$ cat config.mk
export PLATFORM = sky130hd
export DESIGN_NAME = sysid_regs
export DESIGN_NICKNAME = d
export VERILOG_FILES = /design/src/rtl/sysid_pkg.sv /design/src/rtl/sysid_uptime_ctr.sv /design/src/rtl/sysid_regs.sv
export SDC_FILE = /design/constraint.sdc
export NUM_CORES = 1
export LEC_CHECK = 0
export ABC_AREA = 1
export BUFFER_PORTS_ARGS = -buffer_cell sky130_fd_sc_hd__buf_2
export CORE_UTILIZATION = 45
export CTS_BUF_LIST = sky130_fd_sc_hd__clkbuf_2
export DETAILED_ROUTE_END_ITERATION = 8
export PLACE_DENSITY_LB_ADDON = 0.08
export SLEW_MARGIN = 10
export SYNTH_ARGS = -nofsm -noshare
export SYNTH_HDL_FRONTEND = slang
export SYNTH_HIERARCHICAL = 1
export SYNTH_SLANG_ARGS = --single-unit
$ cat constraint.sdc
create_clock -name clock -period 2.3 [get_ports clock]
set_input_delay 0.115 -clock clock [delete_from_list [all_inputs] [get_ports clock]]
set_output_delay 0.115 -clock clock [all_outputs]
set_load 0.05 [all_outputs]
$ cat src/rtl/sysid_pkg.sv
// sysid_pkg: register map, CTRL/CAPS bit positions and CAPS builder.
// SYSID_IRQ_EN selects whether the compare interrupt is present.
package sysid_pkg;

  localparam int unsigned REG_ID   = 0;
  localparam int unsigned REG_TS   = 1;
  localparam int unsigned REG_CAPS = 2;
  localparam int unsigned REG_CTRL = 3;
  localparam int unsigned REG_UPLO = 4;
  localparam int unsigned REG_UPHI = 5;
  localparam int unsigned REG_ICMP = 6;
  localparam int unsigned REG_ISTS = 7;
  localparam int unsigned REG_SCR  = 8;

  localparam int unsigned CTRL_RUN = 0;
  localparam int unsigned CTRL_CLR = 1;
  localparam int unsigned CTRL_IEN = 2;
  localparam int unsigned CTRL_OVF = 8;

  localparam int unsigned CAPS_IRQ = 16;

`ifdef SYSID_IRQ_EN
  localparam logic IRQ_PRESENT = 1'b1;
`else
  localparam logic IRQ_PRESENT = 1'b0;
`endif

  function automatic logic [31:0] caps_word(
    input int unsigned nscr,
    input int unsigned uw,
    input logic        irq
  );
    logic [31:0] c;
    c           = '0;
    c[3:0]      = 4'(nscr);
    c[11:4]     = 8'(uw);
    c[CAPS_IRQ] = irq;
    return c;
  endfunction

endpackage

$ cat src/rtl/sysid_uptime_ctr.sv
// sysid_uptime_ctr: prescaled uptime counter with overflow flag,
// high-word snapshot for atomic 64-bit reads and compare-match pulse.
module sysid_uptime_ctr #(
  parameter int unsigned UPTIME_W = 48,
  parameter int unsigned PRESCALE = 1
) (
  input  logic        clock,
  input  logic        reset_n,
  input  logic        i_run,
  input  logic        i_clear,
  input  logic        i_snap,
  input  logic [31:0] i_cmp,
  output logic [31:0] o_lo,
  output logic [31:0] o_snap,
  output logic        o_ovf,
  output logic        o_hit
);

  localparam int unsigned PW = (PRESCALE > 1) ? $clog2(PRESCALE) : 1;
  localparam int unsigned SW = UPTIME_W - 32;

  logic [PW-1:0]       r_pre;
  logic [UPTIME_W-1:0] r_count;
  logic [SW-1:0]       r_snap;
  logic                r_ovf;
  logic                w_tick;
  logic [UPTIME_W-1:0] w_next;

  assign w_tick = i_run && (r_pre == PW'(PRESCALE - 1));
  assign w_next = r_count + UPTIME_W'(1);
  assign o_hit  = w_tick && !i_clear && (w_next[31:0] == i_cmp);
  assign o_lo   = r_count[31:0];
  assign o_snap = 32'(r_snap);
  assign o_ovf  = r_ovf;

  // Prescale, count, latch snapshot; clear overrides everything.
  always_ff @(posedge clock or negedge reset_n) begin
    if (!reset_n) begin
      r_pre   <= '0;
      r_count <= '0;
      r_snap  <= '0;
      r_ovf   <= 1'b0;
    end else if (i_clear) begin
      r_pre   <= '0;
      r_count <= '0;
      r_snap  <= '0;
      r_ovf   <= 1'b0;
    end else begin
      if (i_snap)
        r_snap <= r_count[UPTIME_W-1:32];
      if (w_tick) begin
        r_pre   <= '0;
        r_count <= w_next;
        if (&r_count)
          r_ovf <= 1'b1;
      end else if (i_run) begin
        r_pre <= r_pre + PW'(1);
      end
    end
  end

endmodule

$ cat src/rtl/sysid_regs.sv
// sysid_regs: Avalon-MM system-ID / uptime / scratch register slave.
// SYSID_IRQ_EN adds IRQ_CMP, IRQ_STATUS and the irq output.
module sysid_regs
  import sysid_pkg::*;
#(
  parameter logic [31:0] SYSTEM_ID   = 32'h0,
  parameter logic [31:0] TIMESTAMP   = 32'h0,
  parameter int unsigned ADDR_W      = 4,
  parameter int unsigned NUM_SCRATCH = 4,
  parameter int unsigned UPTIME_W    = 48,
  parameter int unsigned PRESCALE    = 1
) (
  input  logic              clock,
  input  logic              reset_n,
  input  logic [ADDR_W-1:0] address,
  input  logic              read,
  input  logic              write,
  input  logic [3:0]        byteenable,
  input  logic [31:0]       writedata,
  output logic [31:0]       readdata,
  output logic              readdatavalid,
  output logic              irq
);

  localparam logic [31:0] C_CAPS =
    caps_word(NUM_SCRATCH, UPTIME_W, IRQ_PRESENT);

  logic [31:0] r_scr [NUM_SCRATCH];
  logic        r_run;
  logic [31:0] r_rdata;
  logic        r_rdv;

  logic [31:0] w_addr32;
  logic        w_wr_ctrl;
  logic        w_clear;
  logic        w_snap;
  logic [31:0] w_lo;
  logic [31:0] w_snapv;
  logic        w_ovf;
  logic        w_hit;
  logic        w_ien;
  logic [31:0] w_cmp;
  logic        w_sts;
  logic [31:0] w_ctrl;
  logic [31:0] w_rdata;

  assign w_addr32  = 32'(address);
  assign w_wr_ctrl = write && (w_addr32 == REG_CTRL);
  assign w_clear   = w_wr_ctrl && writedata[CTRL_CLR];
  assign w_snap    = read && (w_addr32 == REG_UPLO);

  sysid_uptime_ctr #(
    .UPTIME_W (UPTIME_W),
    .PRESCALE (PRESCALE)
  ) u_ctr (
    .clock   (clock),
    .reset_n (reset_n),
    .i_run   (r_run),
    .i_clear (w_clear),
    .i_snap  (w_snap),
    .i_cmp   (w_cmp),
    .o_lo    (w_lo),
    .o_snap  (w_snapv),
    .o_ovf   (w_ovf),
    .o_hit   (w_hit)
  );

  // CTRL run bit; clear is a pulse and is not stored.
  always_ff @(posedge clock or negedge reset_n) begin
    if (!reset_n)
      r_run <= 1'b0;
    else if (w_wr_ctrl)
      r_run <= writedata[CTRL_RUN];
  end

`ifdef SYSID_IRQ_EN
  logic        r_ien;
  logic [31:0] r_cmp;
  logic        r_sts;
  logic        r_irq;

  // irq_en, byte-lane compare value, sticky W1C status and registered irq.
  always_ff @(posedge clock or negedge reset_n) begin
    if (!reset_n) begin
      r_ien <= 1'b0;
      r_cmp <= '0;
      r_sts <= 1'b0;
      r_irq <= 1'b0;
    end else begin
      if (w_wr_ctrl)
        r_ien <= writedata[CTRL_IEN];
      if (write && (w_addr32 == REG_ICMP))
        for (int i = 0; i < 4; i++)
          if (byteenable[i])
            r_cmp[8*i +: 8] <= writedata[8*i +: 8];
      if (w_hit)
        r_sts <= 1'b1;
      else if (write && (w_addr32 == REG_ISTS) && writedata[0])
        r_sts <= 1'b0;
      r_irq <= r_sts & r_ien;
    end
  end

  assign w_ien = r_ien;
  assign w_cmp = r_cmp;
  assign w_sts = r_sts;
  assign irq   = r_irq;
`else
  logic w_unused;

  assign w_ien    = 1'b0;
  assign w_cmp    = '0;
  assign w_sts    = 1'b0;
  assign irq      = 1'b0;
  assign w_unused = w_hit;
`endif

  // Scratch registers with per-byte write lanes.
  always_ff @(posedge clock or negedge reset_n) begin
    if (!reset_n) begin
      for (int s = 0; s < NUM_SCRATCH; s++)
        r_scr[s] <= '0;
    end else if (write) begin
      for (int s = 0; s < NUM_SCRATCH; s++)
        if (w_addr32 == REG_SCR + 32'(s))
          for (int i = 0; i < 4; i++)
            if (byteenable[i])
              r_scr[s][8*i +: 8] <= writedata[8*i +: 8];
    end
  end

  // Read mux over current (pre-write) register values.
  always_comb begin
    w_ctrl           = '0;
    w_ctrl[CTRL_RUN] = r_run;
    w_ctrl[CTRL_IEN] = w_ien;
    w_ctrl[CTRL_OVF] = w_ovf;
    w_rdata          = '0;
    case (w_addr32)
      REG_ID:   w_rdata = SYSTEM_ID;
      REG_TS:   w_rdata = TIMESTAMP;
      REG_CAPS: w_rdata = C_CAPS;
      REG_CTRL: w_rdata = w_ctrl;
      REG_UPLO: w_rdata = w_lo;
      REG_UPHI: w_rdata = w_snapv;
      REG_ICMP: w_rdata = w_cmp;
      REG_ISTS: w_rdata = {31'b0, w_sts};
      default: begin
        for (int s = 0; s < NUM_SCRATCH; s++)
          if (w_addr32 == REG_SCR + 32'(s))
            w_rdata = r_scr[s];
      end
    endcase
  end

  // One-cycle read response; data forced to 0 when idle.
  always_ff @(posedge clock or negedge reset_n) begin
    if (!reset_n) begin
      r_rdv   <= 1'b0;
      r_rdata <= '0;
    end else begin
      r_rdv   <= read;
      r_rdata <= read ? w_rdata : '0;
    end
  end

  assign readdata      = r_rdata;
  assign readdatavalid = r_rdv;

endmodule

# ---- Word level (Yosys, flattened, before mapping)
# Index checks and enable logic that the tools add are counted.
dict set report classes {
  bitwise 1
  muxes 16
  n_reduce_logical 28
  eq_ne 11
  n_addsub 2
}
# operator count
set op_table {}
lappend op_table {{$mux W32} 5}
lappend op_table {{$pmux W32 S5} 1}
lappend op_table {{$mux W48} 2}
lappend op_table {{$add A48 B1 Y48 const B} 1}
lappend op_table {{$reduce_and A3 Y1} 16}
lappend op_table {{$reduce_and A48 Y1} 1}
lappend op_table {{$logic_not A32 Y1} 1}
lappend op_table {{$mux W16} 2}
lappend op_table {{$eq A4 B3 Y1 const B} 4}
lappend op_table {{$eq A4 B4 Y1 const B} 4}
lappend op_table {{$eq A4 B2 Y1 const B} 2}
lappend op_table {{$mux W1} 6}
lappend op_table {{$reduce_bool A2 Y1} 3}
lappend op_table {{$eq A4 B1 Y1 const B} 1}
lappend op_table {{$logic_and A1 B1 Y1} 4}
lappend op_table {{$reduce_or A4 Y1} 1}
lappend op_table {{$reduce_bool A3 Y1} 1}
lappend op_table {{$reduce_and A2 Y1} 1}
lappend op_table {{$add A1 B1 Y1 const B} 1}
lappend op_table {{$not A1 Y1} 1}
dict set report word_totals {
  output_inout_bits 34
  wordCells 81
  ff_bits 228
  inputBits 44
}

# ---- Depth between registers and ports, before layout
dict set report depth {
  ltp_word 7
  mapped_depth 11
  depth_no_buf 10
}

# ---- Cells and area by module
# Netlist, hierarchy kept.
# module n_inst area_each_um2 cells_each
set modules_own_cells {}
lappend modules_own_cells {sysid_regs 1 7566.0 967}
lappend modules_own_cells {sysid_uptime_ctr 1 4872.2 745}

# ---- Least setup slack after synthesis
# OpenSTA, ideal clock, no wires.
dict set report synth_path {
  path_kind {input -> register}
  startpoint {in address[3]}
  endpoint {reg u_ctr.r_count[10]}
  required_ns 2.159
  path_slack_ns 0.331
  path_stages 10
  n_path_buf 4
  t_arrival_ns 1.828
  cell_sequence {buf_4 inv_4 clkbuf_1 nand3_1 nor2_1 clkbuf_1 clkinv_1 nand2_1 clkbuf_1 o22ai_1}
}
dict set report synth_between {
  elab_chain_len 4
  elab_cells_between_ends 5
}
# element line
set synth_lines {}
lappend synth_lines {{start, declared} sysid_regs.sv:15} ;# input logic [ADDR_W-1:0] address,
lappend synth_lines {{$eq A4 B2 Y1 *} sysid_regs.sv:48} ;# assign w_wr_ctrl = write && (w_addr32 == REG_CTRL);
lappend synth_lines {{$logic_and A1 B1 Y1 *} sysid_regs.sv:48}
lappend synth_lines {{$logic_and A1 B1 Y1 *} sysid_regs.sv:49} ;# assign w_clear = w_wr_ctrl && writedata[CTRL_CLR];
lappend synth_lines {{via w_clear} sysid_regs.sv:35} ;# logic w_clear;
lappend synth_lines {{$mux W48 / $reduce_bool A2 Y1 (equally long branches)} n/a}
lappend synth_lines {{end signal, assigned} sysid_uptime_ctr.sv:53} ;# r_count <= w_next;
lappend synth_lines {{end, declared} sysid_uptime_ctr.sv:23} ;# logic [UPTIME_W-1:0] r_count;
# Mark *: on every way through the listed nets, which the timed path passes. The rest lies on a longest branch.
# A chain may end at the register's enable or synchronous reset.

# ---- Worst setup path after layout
dict set report layout_path {
  startpoint {in address[2]}
  endpoint {reg r_scr[107] in the netlist's numbering}
}
dict set report layout_between {
  elab_chain_len 2
}
# element line
set layout_lines {}
lappend layout_lines {{$eq A4 B4 Y1} sysid_regs.sv:125} ;# if (w_addr32 == REG_SCR + 32'(s))
lappend layout_lines {{$reduce_and A3 Y1 (no source line)} n/a}
lappend layout_lines {{end signal, assigned by index} sysid_regs.sv:128} ;# r_scr[s][8*i +: 8] <= writedata[8*i +: 8];
lappend layout_lines {{end, declared} sysid_regs.sv:28} ;# logic [31:0] r_scr [NUM_SCRATCH];
# Every way passes these cells.

==> results.py <==
metrics = {
    "grt": {
        "grt_usage_pct": 25.9,
        "antenna_found_initial": 1,
        "grt_pass1_wl_mm": 53.2,
        "grt_pass1_vias": 9922,
        "grt_remaining_overflow": 0,
        "grt_start_max_net_pins": 60,
    },
    "placement": {
        "dp_hpwl_mm": 22.4,
        "portBuffers": 76,
        "gp_congestion": 0.863,
    },
    "detailed_routing": {
        "drtPass1Iterations": 5,
        "ant_nets": 0,
        "drc": 0,
        "drt_iter0_drc": 898,
        "wl_mm": 33.6,
        "avgRoutedWirePerCell_um": 16.2,
        "num_vias": 10465,
        "viasPerCell": 5.07,
    },
    "run_status": {
        "status": "completed",
    },
    "timing": {
        "max_freq_ghz": 0.462,
        "slew_viol_final": 0,
        "fin_crit_ns": 2.17,
        "finalHoldViolations": 0,
        "setup_tns_ns": 0,
        "max_slew_margin_pct": 53.6,
        "grt_setup_unrepaired": "false",
        "worst_slew_pin_slew_ns": 0.691,
        "period_share_pct": 94.2,
        "fin_skew_ns": 0.102,
        "setup_violations": 0,
    },
    "final_layout": {
        "drive_gt1_share_pct": 15.4,
        "finish.net_count": 1744,
        "final_common_cell": "nand2_1",
        "fin_util_pct": 53.3,
        "area_delta_synth_final_pct": 15.2,
        "final_cell_mix": "nand2_1 (512), dfrtp_1 (228), o21ai_0 (156)",
        "nFillCells": 2576,
    },
    "worst_setup_path": {
        "path_class": "input port to flip-flop",
        "crit_family": "buffers and inverters",
        "arrival_ns": 2.94,
        "cpMaxStageDelayCell": "dlygate4sd3_1",
        "cpPeakStageDelay_ns": 0.65,
        "path_cells": "dlygate4sd3_1 -> buf_2 -> inv_2 -> nand2_4 -> dlygate4sd3_1 -> nor2_4 -> nand2_2 -> nand2_1 -> o21ai_0 -> dlygate4sd3_1",
        "required_ns": 3.07,
        "r2r_start": "u_ctr/r_count[1]$_DFFE_PN0P_",
        "cp-start-kind": "input port",
        "crit_top_cell": "dlygate4sd3_1",
        "worst-path-buf-inv": 5,
        "crit_path_max_fanout": 16,
        "cp-end-kind": "flip-flop",
        "reg2reg_depth": 10,
        "rrSetupSlack_ns": 0.18,
        "r2r-end": "u_ctr/r_count[46]$_DFFE_PN0P_",
    },
    "clock_network": {
        "cts_tree": "built",
        "clk_latency_ns": 0.93,
        "cts_sinks": 228,
        "clk_pin_slew_worst_paths_ns": 0.10,
        "cts_buffers": 61,
        "cts_buffer_depth": 3,
        "ctsHtreeMaxLevel": 2,
        "clockRootBuffer": "clkbuf_2",
    },
    "run": {
        "drv_cap": 0,
    },
    "pwr": {
        "clockPowerShare_pct": 27.8,
        "ir_drop_v": 0.000372,
        "power.internal_uw": 6350,
        "pwr-share-comb_pct": 18.2,
        "p_sw_uw": 3300,
        "p_per_area_nw_per_um2": 715,
        "leakagePower_uw": 0.00667,
        "netSwitchingFraction_pct": 34.2,
        "power_frac_seq_pct": 54.0,
    },
    "die": {
        "die_h_um": 163,
        "die_w_um": 163,
        "row_count": 58,
        "fp.dieArea_um2": 26700,
        "start_util_pct": 46.2,
        "coreArea_um2": 25300,
        "io_pins": 78,
    },
    "logic_synthesis": {
        "syn_inst": 1545,
        "yosys_warnings": 6,
        "avgSynthCellArea_um2": 7.58,
        "syn_area_um2": 11700,
    },
    "worst_hold_path": {
        "worstHoldStart": "writedata[27]",
        "hp-class": "input port to flip-flop",
        "hold_path_end": "r_scr[91]$_DFFE_PN0P_",
        "whs_path_depth": 4,
    },
}
## power groups by stage
stage	Clock [µW]	Sequential, µW	Combinational (µW)
after global placement	0	5260	1590
after detailed placement	0	5270	1630
after global routing	2990	5300	2010
after floorplan	0	5210	1300
after CTS	2790	5200	1760
final	2680	5210	1750
## worst reg2reg max path, stage by stage, from the launching register on
cell,delay (ns)
dfrtp_1,0.42
ha_1,0.21
nand2_1,0.13
inv_1,0.12
nand3_1,0.18
nor2_4,0.23
nand2_1,0.09
nor2_1,0.24
nand4_1,0.18
o21ai_0,0.18
a21oi_1,0.05
## layer usage
metal,share of wire [%],global-route usage [%],up-vias
li1,-,-,5220
met1,46,35.8,4865
met2,46,41.2,312
met3,6.2,4.19,68
met4,2.1,8.37,0
met5,0,0,-
## worst max-delay path by stage
stage | startpoint | endpoint | slack [ns] | cells after the start
after floorplan | address[3] | u_ctr/r_count[10]$_DFFE_PN0P_ | 0.33 | 10
after global placement | u_ctr/r_count[1]$_DFFE_PN0P_ | u_ctr/r_count[46]$_DFFE_PN0P_ | 0.25 | 10
after detailed placement | u_ctr/r_count[1]$_DFFE_PN0P_ | u_ctr/r_count[46]$_DFFE_PN0P_ | 0.22 | 10
after CTS | address[2] | r_scr[123]$_DFFE_PN0P_ | 0.03 | 10
after global routing | u_ctr/r_count[1]$_DFFE_PN0P_ | u_ctr/o_ovf$_DFFE_PN0P_ | 0.07 | 9
final | address[2] | r_scr[107]$_DFFE_PN0P_ | 0.13 | 10
## registers in the layout, indices dropped and copies added (netlist names)
register       count
r_scr            128
u_ctr/r_count     48
readdata          32
u_ctr/r_snap      16
r_run              1
readdatavalid      1
u_ctr/o_ovf        1
u_ctr/r_pre        1
## layout make-up
class                           count  area, µm²  area share, %
Antenna cell                        3       7.51         0.0556
Inverter                          148        558           4.14
Clock inverter                     11       50.0          0.371
Timing Repair Buffer              187       1480           11.0
Clock buffer                       86        430           3.19
Tap cell                          330        413           3.06
Sequential cell                   228       5710           42.3
Multi-Input combinational cell   1073       4850           35.9
## what timing repair did
item	4_1_cts	5_1_grt
endpoints found under the hold margin	401	0
setup buffers	0	7
hold buffers	71	0
gates resized for setup	0	1
endpoints found under the setup margin	0	11
## through the flow
| stage | cells | cell area (µm²) | hold WS, ns | power [µW] | worst slack (ns) |
|---|---|---|---|---|---|
| finish | 2066 | 13500 | 0.0747 | 9640 | 0.133 |
| detailed placement | 1888 | 12200 | 0.115 | 6900 | 0.215 |
| CTS | 2056 | 13400 | 0.000443 | 9750 | 0.0350 |
| global route | 2066 | 13500 | 0.0274 | 10300 | 0.0689 |
| floorplan | 1560 | 11800 | -0.181 | 6510 | 0.331 |
| global placement | 1888 | 12200 | 0.114 | 6860 | 0.245 |
Note: power is estimated with default switching activity, not from simulation.
